<file path="src/rtl/arb_pkg.sv">
// arb_pkg: shared arbiter-side defaults and the occupancy-width helper
package arb_pkg;
  localparam int DATAW = 64;
  localparam int N_REQ = 2;
  function automatic int cnt_w(input int depth);
    return $clog2(depth + 1);
  endfunction
endpackage

</file>
<file path="src/rtl/req_fifo_mem.sv">
// req_fifo_mem: unreset register array with one write port and an asynchronous read port
module req_fifo_mem #(
  parameter int DATAW = 64,
  parameter int DEPTH = 4,
  parameter int AW    = $clog2(DEPTH)
) (
  input  logic             i_clk,
  input  logic             i_we,
  input  logic [AW-1:0]    i_waddr,
  input  logic [DATAW-1:0] i_wdata,
  input  logic [AW-1:0]    i_raddr,
  output logic [DATAW-1:0] o_rdata
);
  logic [DATAW-1:0] mem [DEPTH];
  always_ff @(posedge i_clk)
    if (i_we) mem[i_waddr] <= i_wdata;
  assign o_rdata = mem[i_raddr];
endmodule

</file>
<file path="src/rtl/req_fifo.sv">
// req_fifo: per-requester FWFT buffer feeding one valid/data lane of the round-robin arbiter
module req_fifo
  import arb_pkg::*;
#(
  parameter int DATAW     = arb_pkg::DATAW,
  parameter int DEPTH     = 4,
  parameter int AFULL_LVL = 3
) (
  input  logic                        i_clk,
  input  logic                        i_rst_n,
  input  logic                        i_valid,
  output logic                        o_ready,
  input  logic [DATAW-1:0]            i_data,
  output logic                        o_valid,
  input  logic                        i_ready,
  output logic [DATAW-1:0]            o_data,
  output logic [cnt_w(DEPTH)-1:0]     o_count,
  output logic                        o_afull
);
  localparam int AW = $clog2(DEPTH);
  localparam int CW = cnt_w(DEPTH);
  logic [AW-1:0] wr_ptr, rd_ptr;
  logic [CW-1:0] count;
  logic push, pop;
  assign o_ready = count != CW'(DEPTH);
  assign o_valid = count != '0;
  assign o_count = count;
  assign o_afull = count >= CW'(AFULL_LVL);
  assign push = i_valid & o_ready;
  assign pop = o_valid & i_ready;
  always_ff @(posedge i_clk or negedge i_rst_n)
    if (!i_rst_n) begin
      wr_ptr <= '0;
      rd_ptr <= '0;
      count <= '0;
    end else begin
      if (push) wr_ptr <= wr_ptr + 1'b1;
      if (pop) rd_ptr <= rd_ptr + 1'b1;
      if (push != pop) count <= push ? count + 1'b1 : count - 1'b1;
    end
  req_fifo_mem #(.DATAW(DATAW), .DEPTH(DEPTH), .AW(AW)) u_mem (
    .i_clk(i_clk),
    .i_we(push),
    .i_waddr(wr_ptr),
    .i_wdata(i_data),
    .i_raddr(rd_ptr),
    .o_rdata(o_data)
  );
endmodule

</file>
<file path="config.mk">
export PLATFORM = sky130hd
export DESIGN_NAME = req_fifo
export DESIGN_NICKNAME = d
export VERILOG_FILES = /design/src/rtl/arb_pkg.sv /design/src/rtl/req_fifo_mem.sv /design/src/rtl/req_fifo.sv
export SDC_FILE = /design/constraint.sdc
export NUM_CORES = 1
export LEC_CHECK = 0
export ABC_AREA = 1
export CAP_MARGIN = 30
export CORE_MARGIN = 2
export CORE_UTILIZATION = 40
export DETAILED_ROUTE_END_ITERATION = 7
export MAX_ROUTING_LAYER = met4
export PLACE_DENSITY = 0.6
export SYNTH_ARGS = -nofsm -noshare
export SYNTH_HDL_FRONTEND = slang
export SYNTH_SLANG_ARGS = --single-unit
</file>
<file path="constraint.sdc">
create_clock -name i_clk -period 5.3 [get_ports i_clk]
set_clock_uncertainty 0.1 [all_clocks]
set_input_delay 1.06 -clock i_clk [delete_from_list [all_inputs] [get_ports i_clk]]
set_output_delay 1.06 -clock i_clk [all_outputs]
set_load 0.01 [all_outputs]
</file>
-- After elaboration in Yosys (flattened, before gate mapping)
Memories as Yosys holds them, arrays and structs flattened.
Index checks and enable logic that the tools add are counted.
- input bits: 68
- bits in registers: 7
- memories kept: 1
- memory bits (writable): 256
- reduce and logical (&&, ||, !) cells: 1
- multiplexer cells: 3
- add/subtract/negate cells: 4
- bitwise logic cells: 2
- $lt $le $gt $ge: 1
- equality and inequality tests: 2
- memories (memory ; words ; bits a word ; read ports ; clocked after memory_dff ; wr ports ; line ; text):
    u_mem.mem ; 4 ; 64 ; 1 ; 0 ; 1 ; req_fifo_mem.sv:14 ; logic [DATAW-1:0] mem [DEPTH];
- operator list (cell ; count):
    $add 2x1->2 const B ; 2
    $add 3x1->3 const B ; 1
    $ge 3x2->1 const B ; 1
    $mux 3 ; 1
    $ne 3x3->1 const B ; 1
    $reduce_bool 3->1 ; 1
    $sub 3x1->3 const B ; 1
    $and 1x1->1 ; 2
    $mux 1 ; 2
    $ne 1x1->1 ; 1

-- Longest topological paths before layout
- word-level depth: 4
- mapped depth: 9

-- Cells and area by module
From an unflattened synthesis, not the netlist that was laid out.
- cell total of the unflattened synthesis: 1055
- area, all modules: 11210.8 µm²
- modules (own cells, without submodules) (module ; cells each ; instances ; area each (µm²)):
    req_fifo_mem ; 1010 ; 1 ; 10761.6
    req_fifo ; 45 ; 1 ; 449.2

-- Worst setup path before layout
OpenSTA, ideal clock, no wires.
- path type: input to register
- start: in i_valid
- end: mem u_mem.mem[0][0] (enable)
- path slack: 842 ps
- stages on the path: 2
- setup time: 486 ps
- data required time: 4714 ps
- arrival: 3872 ps
- cell sequence: nand2_2 nor2_1
- word-level cells in the longest chain between the ends: 3
- ends and longest elaborated chain (what ; line ; text):
    from (decl) ; req_fifo.sv:11 ; input logic i_valid,
    $and 1x1->1 ; req_fifo.sv:29 ; assign push = i_valid & o_ready;
    $mux 1 ; req_fifo_mem.sv:16 ; if (i_we) mem[i_waddr] <= i_wdata;
    $mux 1 (implied by the code) ; req_fifo_mem.sv:16 ;
    to (decl) ; req_fifo_mem.sv:14 ;
Every way passes these cells.

-- Worst setup path after layout
- start: reg rd_ptr[0]
- end: out o_data[60]
- word-level cells in the longest chain between the ends: 1
- ends and longest elaborated chain (what ; line ; text):
    from (decl) ; req_fifo.sv:22 ; logic [AW-1:0] wr_ptr, rd_ptr;
    from (signal assigned) ; req_fifo.sv:38 ; if (pop) rd_ptr <= rd_ptr + 1'b1;
    $mem_v2 4x64 ; - ;
    to (decl) ; req_fifo.sv:16 ; output logic [DATAW-1:0] o_data,
Every way passes these cells.

==> qor.yml <==
yosys:
  synth-seq-cells: 263
  synth_top_cell_area_share_pct: 77.2
  yosys_warnings: 0
  synth-main-ff-cell: "edfxtp_1"
  synth_edf_count: 256
  synthDistinctLibCells: 24
  synthTopCellsByArea: "edfxtp_1 77%, nor2_1 5.0%, o21ai_0 4.2%"
  synth.net_count: 751
  syn_avg_cell_area_um2: 14.7
  syn-cell-area_um2: 9960
  ys_async_sr_fraction_pct: 2.66
  syn_inst: 678
  synth_top_area_cell: "edfxtp_1"
  yosysMostFrequentCell: "edfxtp_1"
  ys_top_cells_by_count: "256 x edfxtp_1, 134 x nor2_1, 84 x o21ai_0, 64 x o22ai_1, 47 x o21ai_1"
  yosysSeqAreaShare_pct: 78.9
floorplan:
  core_um2: 24400
  start_util_pct: 40.8
  die_area_um2: 26200
  ios: 138
  row_count: 57
  die_w_um: 162
  die_h_um: 162
setup_path:
  crit_type: "reg -> out"
  cp-start-kind: "flop"
  reg2reg_depth: 6
  timing.rr.end: "u_mem.mem[0][12]"
  cp_top_family: "buffers and inverters"
  worst_ep_arrival_time_ns: 3.24
  crit_required_ns: 4.14
  cpMaxStageDelayCell: "dfrtp_4"
  r2r_start: "o_count[0]"
  max_stage_delay_ns: 0.78
  crit_fanout: 76
  r2r_slack_ns: 3.14
  crit_path_end_kind: "output pin"
  crit_path_cell_trace: "buf_4 > o21ai_0 > o22ai_1 > clkdlybuf4s50_1"
  crit_buf_inv: 2
global_routing:
  grt_antenna_before_repair: 0
  gr-total-overflow: 0
  track_usage_pct: 16.2
  grt_max_degree: 77
  grt_pass1_vias: 5933
  grt_pass1_wl_um: 32400
sta:
  drv_slew: 0
  tns_ns: 0
  worst_pin_slew_ns: 0.948
  max-slew-margin-rel_pct: 36.7
  fin_crit_sh_pct: 83.0
  period_minus_slack_ns: 4.40
  setup_viol: 0
  rsz0062_at_grt: "no"
  finalHoldViolations: 0
  max_freq_mhz: 227
clock_tree:
  post_cts_resized: 0
  clock_latency_ns: 0.53
  cts_sinks: 263
  h-tree-depth: 1
  cts_root_buf: "clkbuf_16"
  cts.path.max_buffers: 3
  cts_tree: "done"
  cts.clk_slew.worst_paths_ns: 0.06
  cts_buffers: 28
  cts_hold_buf: 0
  postCtsSetupBuffers: 0
route:
  route.met2.wl_um: 10300
  firstDrtPassIters: 4
  met3_length_um: 831
  wl_met1_um: 9330
  vias: 5942
  wl_per_cell_um: 17.9
  routed_wl_um: 20900
  drt-initial-drc-count: 539
  top_layer: "met4"
  ant_nets: 0
  drc: 0
  vias_per_cell: 5.10
power_and_ir_drop:
  powerDensity_nw_per_um2: 601
  power.ir.vdd_worst_mv: 0.396
  p_leak_nw: 4.16
finish:
  fin_nets: 891
  drive_gt1_share_pct: 9.29
  antennaDiodeCount: 0
  fill_cells: 2046
  layout.cells.non_filler: 1164
  synthToLayoutAreaGrowth_pct: 26.6
worst_hold_path:
  min_path_type: "reg -> reg"
  holdPathEnd: "o_count[2]"
  hold_start: "o_count[2]"
  hold_depth: 2
placement:
  dp_hpwl_um: 11600
  port_buffers: 137
  place_inst: 1110
  gp_congestion: 0.732
outcome:
  outcome: "finished clean"
flow_run:
  cap_violations: 0
## layer usage
layer / GRT usage, % / vias to the layer above
li1: - / 2821
met1: 21.2 / 2940
met2: 27.0 / 145
met3: 2.48 / 36
met4: 3.90 / 0
met5: - / -
## placed cells by master, fill, tap and decap left out, drive strengths merged, types with 3 or more instances in the layout
cell / count
edfxtp: 256
clkdlybuf4s50: 137
nor2: 136
o21ai: 131
o22ai: 64
clkbuf: 31
nand2: 17
inv: 16
buf: 14
clkinv: 11
dfrtp: 7
clkinvlp: 5
ha: 4
bufinv: 4
nand3: 3
## per-stage QoR
stage	cell area, µm²	worst slack, ns	hold slack, ns	util (%)	power (mW)
finish	12600	0.899	0.508	51.7	7.58
global route	12600	0.688	0.541	51.7	7.99
CTS	12600	0.905	0.514	51.5	7.67
detailed placement	11600	1.50	0.496	47.6	5.66
global placement	11600	1.53	0.504	47.6	5.64
floorplan	9960	0.842	0.480	-	4.41
## cell families (layout without fill, tap and decap cells)
group | Yosys count | in the layout | synth area share [%]
fa+ha+maj | 5 | 5 | 0.703
compound gates | 196 | 196 | 10.7
buf+inv | 56 | 218 | 3.38
flops | 263 | 263 | 78.9
xor+xnor | 2 | 2 | 0.176
simple gates | 156 | 156 | 6.14
## state kept, by name, indices dropped and copies added, names as in the netlist
register	flops
u_mem.mem	256
o_count	3
rd_ptr	2
wr_ptr	2
## final cells by class
class,count,area [µm²],share of cell area (%)
Sequential cell,263,7870,62.4
Inverter,15,58.8,0.466
Timing Repair Buffer,151,1530,12.1
Tap cell,324,405,3.21
Clock buffer,31,733,5.81
Clock inverter,21,225,1.79
Multi-Input combinational cell,359,1790,14.2
## where the power goes
group / internal (mW) / switching, mW / total, mW
Sequential: 2.74 / 0.164 / 2.90
Combinational: 1.17 / 1.51 / 2.68
Clock: 1.20 / 0.795 / 1.99
Total: 5.10 / 2.47 / 7.58
## tightest hold or removal path, delay by kind of cell, from the launching register on
family	cells	cell delay [ns]
simple gates	2	0.17
flops	1	0.41
## worst max path at each step
stage | endpoint | startpoint | slack (ns) | cells past startpoint
after floorplan | u_mem.mem[0][0] | i_valid | 0.84 | 2
after global placement | o_data[60] | rd_ptr[0] | 1.53 | 4
after detailed placement | o_data[56] | rd_ptr[0] | 1.50 | 5
after CTS | o_data[60] | rd_ptr[0] | 0.91 | 4
after global routing | o_data[60] | rd_ptr[0] | 0.69 | 4
final | o_data[60] | rd_ptr[0] | 0.90 | 4
(Power assumes the default switching activity.)
